**src/rtl/uart_alu_intf.sv**
```systemverilog
// uart_alu_intf: collects A, B and opcode bytes from uart_rx, latches the ALU result and hands it to uart_tx.
module uart_alu_intf #(
  parameter int DATA_WIDTH = 8,
  parameter int OP_WIDTH   = 6
) (
  input  logic                  clk,
  input  logic                  reset,
  input  logic                  i_rx_done,
  input  logic [DATA_WIDTH-1:0] i_rx_data,
  input  logic [DATA_WIDTH-1:0] i_alu_result,
  input  logic                  i_tx_done,
  output logic [DATA_WIDTH-1:0] o_data_a,
  output logic [DATA_WIDTH-1:0] o_data_b,
  output logic [OP_WIDTH-1:0]   o_op,
  output logic [DATA_WIDTH-1:0] o_tx_data,
  output logic                  o_tx_start,
  output logic                  o_busy,
  output logic                  o_overrun
);
  typedef enum logic [2:0] {GET_A, GET_B, GET_OP, RESULT, SEND, WAIT_TX} state_t;
  state_t state, state_next;
  always_ff @(posedge clk or posedge reset) begin
    if (reset) begin
      state     <= GET_A;
      o_data_a  <= '0;
      o_data_b  <= '0;
      o_op      <= '0;
      o_tx_data <= '0;
      o_overrun <= 1'b0;
    end else begin
      state <= state_next;
      if (i_rx_done && state == GET_A) o_data_a <= i_rx_data;
      if (i_rx_done && state == GET_B) o_data_b <= i_rx_data;
      if (i_rx_done && state == GET_OP) o_op <= i_rx_data[OP_WIDTH-1:0];
      if (state == RESULT) o_tx_data <= i_alu_result;
      if (i_rx_done && o_busy) o_overrun <= 1'b1;
    end
  end
  always_comb begin
    state_next = state;
    case (state)
      GET_A:   state_next = i_rx_done ? GET_B : GET_A;
      GET_B:   state_next = i_rx_done ? GET_OP : GET_B;
      GET_OP:  state_next = i_rx_done ? RESULT : GET_OP;
      RESULT:  state_next = SEND;
      SEND:    state_next = WAIT_TX;
      WAIT_TX: state_next = i_tx_done ? GET_A : WAIT_TX;
      default: state_next = GET_A;
    endcase
  end
  assign o_tx_start = state == SEND;
  assign o_busy     = state == RESULT || state == SEND || state == WAIT_TX;
endmodule

```
**config.mk**
```make
export PLATFORM = sky130hd
export DESIGN_NAME = uart_alu_intf
export DESIGN_NICKNAME = d
export VERILOG_FILES = /design/src/rtl/uart_alu_intf.sv
export SDC_FILE = /design/constraint.sdc
export NUM_CORES = 1
export LEC_CHECK = 0
export BUFFER_PORTS_ARGS = -buffer_cell sky130_fd_sc_hd__buf_2
export CAP_MARGIN = 25
export CELL_PAD_IN_SITES_DETAIL_PLACEMENT = 2
export CELL_PAD_IN_SITES_GLOBAL_PLACEMENT = 2
export CORE_MARGIN = 2
export CORE_UTILIZATION = 31
export CTS_CLUSTER_SIZE = 24
export DETAILED_ROUTE_END_ITERATION = 10
export HOLD_SLACK_MARGIN = 0.15
export PLACE_DENSITY_LB_ADDON = 0.1
export SLEW_MARGIN = 10
export SYNTH_ARGS = -nofsm -noshare
export SYNTH_HDL_FRONTEND = slang
export SYNTH_SLANG_ARGS = --single-unit
```
**constraint.sdc**
```tcl
create_clock -name clk -period 1.79 [get_ports clk]
set_input_delay 0.358 -clock clk [delete_from_list [all_inputs] [get_ports clk]]
set_output_delay 0.358 -clock clk [all_outputs]
set_load 0.05 [all_outputs]
```
# [After elaboration in Yosys (flattened, before gate mapping)]
# Cells that the tools add are included.
[word_totals] regBits=34 input_bits=20 output_inout_bits=33 word_cells=23
[op_classes] n_eq_ne=5 muxes=5 reduce_logical=7
[op_table] op="3-bit case mux with 6 select lines" count=1
[op_table] op="3-bit by 2-bit == test with 1-bit output, second input constant" count=2
[op_table] op="3-bit == test, second input constant" count=2
[op_table] op="1-bit logical AND" count=4
[op_table] op="3-bit by 1-bit == test with 1-bit output, second input constant" count=1
[op_table] op="3-bit logical NOT" count=1
[op_table] op="3-bit 2-to-1 mux" count=1
[op_table] op="1-bit logical OR" count=2
[op_table] op="1-bit 2-to-1 mux" count=2
[op_table] op="2-bit 2-to-1 mux" count=1

# [Logic depth before layout (Yosys ltp)]
# Gate-level depths: netlist of the first run.
[depth] depth_word=4 ltp_mapped=5 depth_no_buf=3

# [Least setup slack after synthesis of the first run]
# OpenSTA, ideal clock, no wires.
[synth_timing] path_type="reg2out" from="register state[1]" to="output port o_tx_start" arrival_time_ps=1373 required_ps=1432 path_slack_ps=59 path_stages_with_launch=4 n_path_buf=1 path_cell_list="dfrtp_1 > clkbuf_2 > nand2b_1 > nor2_1"
[synth_via] elab_chain_cells=1
[synth_lines] element="start, declared" line_no="21" rtl="state_t state, state_next;"
[synth_lines] element="start signal, assigned" line_no="31" rtl="state <= state_next;"
[synth_lines] element="3-bit == test" line_no="51" rtl="assign o_tx_start = state == SEND;"
[synth_lines] element="end, declared" line_no="16" rtl="output logic o_tx_start,"
# No other way between the ends.

# [Final worst setup path of the first run]
[layout_timing] from="register state[1]" to="output port o_busy"
[layout_via] elab_chain_cells=3 word_cells_on_any_way=5 classes_between="3 x eq/ne; 2 x reduce/logical"
[layout_lines] element="3-bit by 2-bit == test with 1-bit output or 3-bit == test (tied branches)" line_no="52" rtl="assign o_busy = state == RESULT || state == SEND || state == WAIT_TX;"
[layout_lines] element="1-bit logical OR" line_no="52"
[layout_lines] element="1-bit logical OR *" line_no="52"
[layout_lines] element="end, declared" line_no="17" rtl="output logic o_busy,"
# Mark *: on every way between the ends. The rest lies on a longest branch, timed or not.

==> metrics, run 1 <==
result of the run complete, no violations; die outline area 4880 um2; transition at the pin with the smallest max-transition slack 0.437 ns; headroom to the max-slew limit 70.8%; reg-to-reg setup timing slack 0.25 ns; clock period minus final worst setup slack 1.66 ns; depth of the worst register-to-register path 3; total routing resource utilization after global routing 14.3%; critical path launch point type flip-flop; crit share post-route 92.7%; worst setup slack after placement 0.227 ns; cell type group with the largest total delay on the critical path flip-flops; master of the slowest instance on the critical path dfrtp_2; clock tree sinks 34; post-detailed-route DRC marker count 0; maximum number of pins on one net before global-route repair 35; Final TNS setup 0 ns; syn avg cell area 15.6 um2; met2 routing resource usage after global routing 23.4%; signal arrival time at the worst endpoint 1.30 ns; met3 layer usage reported by global route 3.75%; Seq/Total Area, Yosys 63.3%; pins over their slew limit 0; ranking of synthesized cells by instance count 34 x dfrtp_1, 30 x mux2_2; met1 Use GR 18.2%; most repeated cell in the gate-level netlist after synthesis dfrtp_1; instance area at placement 1680 um2; row cnt 23; die width 69.9 um; die boundary height 69.9 um; delay of the slowest cell on the worst path 0.47 ns; Req. time, crit path 1.43 ns; number of buffers on the longest clock path 2; average wire per cell in the routed design 16.0 um; capturing point of the worst reg2reg path o_op[5]; post-route clock skew 0.00153 ns; DR vias 923; DRT iter0 DRCs 29; io pins 53; Post-Layout Inst Area 1780 um2; Cells after Synth 86; number of flops mapped to enable cells by yosys 0; clock transition at the registers of the reported paths 0.07 ns; last weighted congestion value of the routability-driven placer 0.808; dominant cell type by area after synthesis dfrtp_1; Clock Root Buffer clkbuf_8; leading cell types by total area after synthesis dfrtp_1 63%, mux2_2 25%, nor3b_4 1.4%, nor3_4 1.2%, nand3b_1 1.1%; max frequency 603 MHz; Core ar. 4090 um2; clk_lat worst skew 0.27 ns; proportion of synthesized flip-flops having asynchronous set or reset 100%; crit-path max FO 7; Antenna diodes 0; hold-fix buffers at CTS 0; number of buffer and inverter stages on the critical path 1; total of flip-flops plus latches after synthesis 34; number of antenna violations at the first check in global routing 0; Vias/cell 4.69; detailed-routing iteration count for the pre-antenna-repair pass 3; Final #Nets 166; most instantiated flip-flop cell in the synthesis netlist dfrtp_1; ordered list of cells on the worst path nand2b_1 > nand2_1 > buf_4; startpoint of the worst-slack reg-to-reg timing path state[0]; estimated wirelength of the detail-placed design 2440 um; number of buffers created by CTS 5; share of layout cells above drive strength 1 66.7%; worst setup path startpoint state[1]; wire length of the first global-routing pass 5380 um; busiest grt layer met2; starting density of the core 32.9%; count of endpoints failing setup in the final report 0; Post-Route WL 3150 um; via count of the first global-routing pass 1,034; setup slack after layout 0.131 ns; IO Port Bufs 52; endpoint kind of the worst setup timing path output port; antenna-violating nets left 0; cell area after technology mapping 1350 um2; Hold Crit Class primary input to asynchronous set/reset pin; post-route worst hold slack 0.167 ns; growth of design area from synthesis to finish 32.4%; number of distinct library cell variants in the gate-level netlist after synthesis 19; global-route congestion overflow total 0; RSZ-0062 raised after global routing false; CTS H-tree depth 2; Warnings, synthesis 0; clock tree from TritonCTS yes; number of hold violations in the final report 0; net count after synthesis 106; Max Cap Viol 0; share of the synthesized area in the top cell type 63.3%; critical path start-end classification flip-flop to output port
[what timing repair did]
item	4_1_cts	5_1_grt
setup endpoints to repair	1	2
pin swaps	0	0
cloned	0	0
gates resized for setup	1	3
buffers inserted	0	0
hold endpoints to repair	0	0
[per-stage QoR]
| stage | instances | utilization, % |
|---|---|---|
| finish | 197 | 43.6 |
| global route | 197 | 43.6 |
| CTS | 197 | 43.5 |
| floorplan | 86 | - |
| detailed placement | 189 | 41.2 |
| global placement | 189 | 41.2 |
[logic make-up after synthesis]
logic type / Yosys count / share of synthesized area [%]
compound gates: 4 / 1.67
buf+inv: 4 / 1.39
mux: 30 / 25.1
flops: 34 / 63.3
simple gates: 14 / 8.56
[worst max path at each step]
stage | endpoint | depth (start not counted)
6_report | o_busy | 3
5_1_grt | o_busy | 3
4_1_cts | o_tx_start | 3
3_5_place_dp | o_op[5] | 3
3_3_place_gp | o_op[1] | 3
2_1_floorplan | o_tx_start | 3
[layer usage]
layer / vias up / part of all wire (%)
met3: 4 / 3.8
met4: 0 / 1.6
li1: 418 / -
met1: 478 / 42
met2: 23 / 53
met5: - / 0
[registers in the layout, summed over array words and instances (netlist names)]
| register | count |
|---|---|
| o_tx_data | 8 |
| o_data_b | 8 |
| o_overrun | 1 |
| o_data_a | 8 |
| o_op | 6 |
| state | 3 |
[worst min-delay path, cell delays in order]
cell and delay [ns]:
buf_2 0.10, inv_1 0.04, buf_4 0.37
[placed cells by master (no fill, tap or decap), types with 2 or more instances in the layout]
cell type	n
dfrtp_1	33
nand2b_1	2
mux2_2	30
buf_4	6
nor2_1	2
clkbuf_8	6
buf_2	50
nand3b_1	2
a21oi_1	2
[layout make-up]
cell class                      count  area [um2]
Clock buffer                        7        86.3
Multi-Input combinational cell     48         475
Sequential cell                    34         852
Inverter                            1        3.75
Timing Repair Buffer               56         295
Fill cell                         424        2310
Tap cell                           50        62.6
Clock inverter                      1        5.00
Power of run 1 is not shown: default switching activity piles up to over one toggle a cycle in this logic, so the estimate is an artifact.
==> inputs of run 2 (changes only) <==
--- a/config.mk
+++ b/config.mk
@@ -9,7 +9,7 @@
 export CAP_MARGIN = 25
 export CELL_PAD_IN_SITES_DETAIL_PLACEMENT = 2
 export CELL_PAD_IN_SITES_GLOBAL_PLACEMENT = 2
-export CORE_MARGIN = 2
+export CORE_MARGIN = 1.5
 export CORE_UTILIZATION = 31
 export CTS_CLUSTER_SIZE = 24
 export DETAILED_ROUTE_END_ITERATION = 10
==> metrics, run 2 (same netlist as run 1, synthesis figures left out) <==
number of antenna violations at the first check in global routing 0 (unchanged); clk_lat worst skew 0.28 ns (about the same); Antenna diodes 0 (unchanged); wire length of the first global-routing pass 5090 um (-5.5%); transition at the pin with the smallest max-transition slack 0.426 ns (-0.0115 ns); die width 68.9 um (-1.4%); pins over their slew limit 0 (unchanged); clock tree sinks 34 (unchanged); Clock Root Buffer clkbuf_8; growth of design area from synthesis to finish 31.8%; max frequency 590 MHz (-2.1%); delay of the slowest cell on the worst path 0.47 ns (about the same); post-route worst hold slack 0.154 ns (-0.0127 ns); Final #Nets 165 (-0.60%); clock period minus final worst setup slack 1.70 ns (+0.0361 ns); count of endpoints failing setup in the final report 0 (unchanged); hold-fix buffers at CTS 0 (unchanged); RSZ-0062 raised after global routing false; Req. time, crit path 1.43 ns (about the same); last weighted congestion value of the routability-driven placer 0.663 (-18%); master of the slowest instance on the critical path dfrtp_2; Max Cap Viol 0 (unchanged); Core ar. 4090 um2 (unchanged); post-detailed-route DRC marker count 0 (unchanged); crit share post-route 94.7% (+2.0 points); largest registers o_data_a (8), o_data_b (8), o_tx_data (8); IO Port Bufs 52 (unchanged); result of the run complete, no violations; share of layout cells above drive strength 1 66.4% (-0.23 points); DR vias 929 (+0.65%); average wire per cell in the routed design 16.0 um (+0.29%); headroom to the max-slew limit 71.5% (+0.67 points); commonest non-fill, non-tap cells in the layout 50 x buf_2, 33 x dfrtp_1, 30 x mux2_2; estimated wirelength of the detail-placed design 2380 um (-2.4%); CTS H-tree depth 2 (unchanged); starting density of the core 32.9% (unchanged); number of hold violations in the final report 0 (unchanged); via count of the first global-routing pass 1,012 (-2.1%); number of placed instances with taps included 188 (-0.53%); global-route congestion overflow total 0 (unchanged); critical path launch point type flip-flop; die boundary height 68.9 um (-1.4%); row cnt 23 (unchanged); number of buffers created by CTS 5 (unchanged); io pins 53 (unchanged); DRT iter0 DRCs 5 (-83%); antenna-violating nets left 0 (unchanged); setup repair bufs after CTS 0 (unchanged); maximum number of pins on one net before global-route repair 35 (unchanged); ordered list of cells on the worst path nand2b_1 > nor2_1 > buf_4; number of buffer and inverter stages on the critical path 1 (unchanged); die outline area 4740 um2 (-2.8%); commonest non-fill, non-tap cell in the layout buf_2; signal arrival time at the worst endpoint 1.34 ns (+0.04 ns); crit-path max FO 7 (unchanged); number of buffers on the longest clock path 2 (unchanged); count of non-filler cells in the finished layout 196 (-0.51%); detailed-routing iteration count for the pre-antenna-repair pass 2 (-1); Final TNS setup 0 ns (unchanged); clock tree from TritonCTS yes; Vias/cell 4.74 (+1.2%); post-route clock skew 0.00898 ns (+0.00746 ns); total routing resource utilization after global routing 15.5% (+1.2 points); critical path start-end classification flip-flop to output port; endpoint kind of the worst setup timing path output port; clock transition at the registers of the reported paths 0.07 ns (about the same); Hold Crit Class primary input to asynchronous set/reset pin; cell type group with the largest total delay on the critical path flip-flops; Post-Route WL 3140 um (-0.22%)
==> run 2: worst min-delay path, stage by stage <==
cell and delay, ns:
buf_2 0.09, inv_1 0.04, buf_4 0.38
==> run 2: final timing paths <==
kind                                      to  depth (start not counted)  slack, ns       startpoint
worst max-delay path              o_tx_start                          3       0.09         state[1]
worst min-delay path            o_tx_data[3]                          3       0.15            reset
worst max register to register       o_op[1]                          3       0.23         state[0]
worst min register to register     o_overrun                          1       0.45        o_overrun
max in group asynchronous           state[1]                          3       1.30            reset
min in group clk                o_tx_data[2]                          2       0.30  i_alu_result[2]
==> run 2: layer usage <==
layer	vias to the layer above	part of all wire, %	track usage, %
met5	-	0	0
met4	0	1.6	7.35
met3	6	8.0	6.01
met2	42	50	24.4
met1	463	40	18.7
li1	418	-	-
==> run 2: cell type report <==
| cell class | count | area (um2) |
|---|---|---|
| clock buffers | 7 | 86.3 |
| repair buffers | 55 | 288 |
| flip-flops and latches | 34 | 852 |
| clock inverters | 1 | 5.00 |
| inverters | 1 | 3.75 |
| fillers | 434 | 2310 |
| multi-input cells | 48 | 475 |
| well taps | 50 | 62.6 |
==> run 2: timing repair <==
item                                    in CTS  in global routing
endpoints found under the setup margin       2                  2
gates resized for setup                      2                  1
endpoints found under the hold margin        0                  0
==> run 2: metrics by stage <==
step / area (um2) / setup WS [ns] / utilization, %
global placement: 1680 / 0.247 / 41.0
detailed placement: 1680 / 0.214 / 41.0
CTS: 1770 / 0.0205 / 43.4
floorplan: 1350 / 0.0593 / -
finish: 1770 / 0.0950 / 43.4
global route: 1770 / 0.0226 / 43.4
Power of run 2 is left out for the same reason.
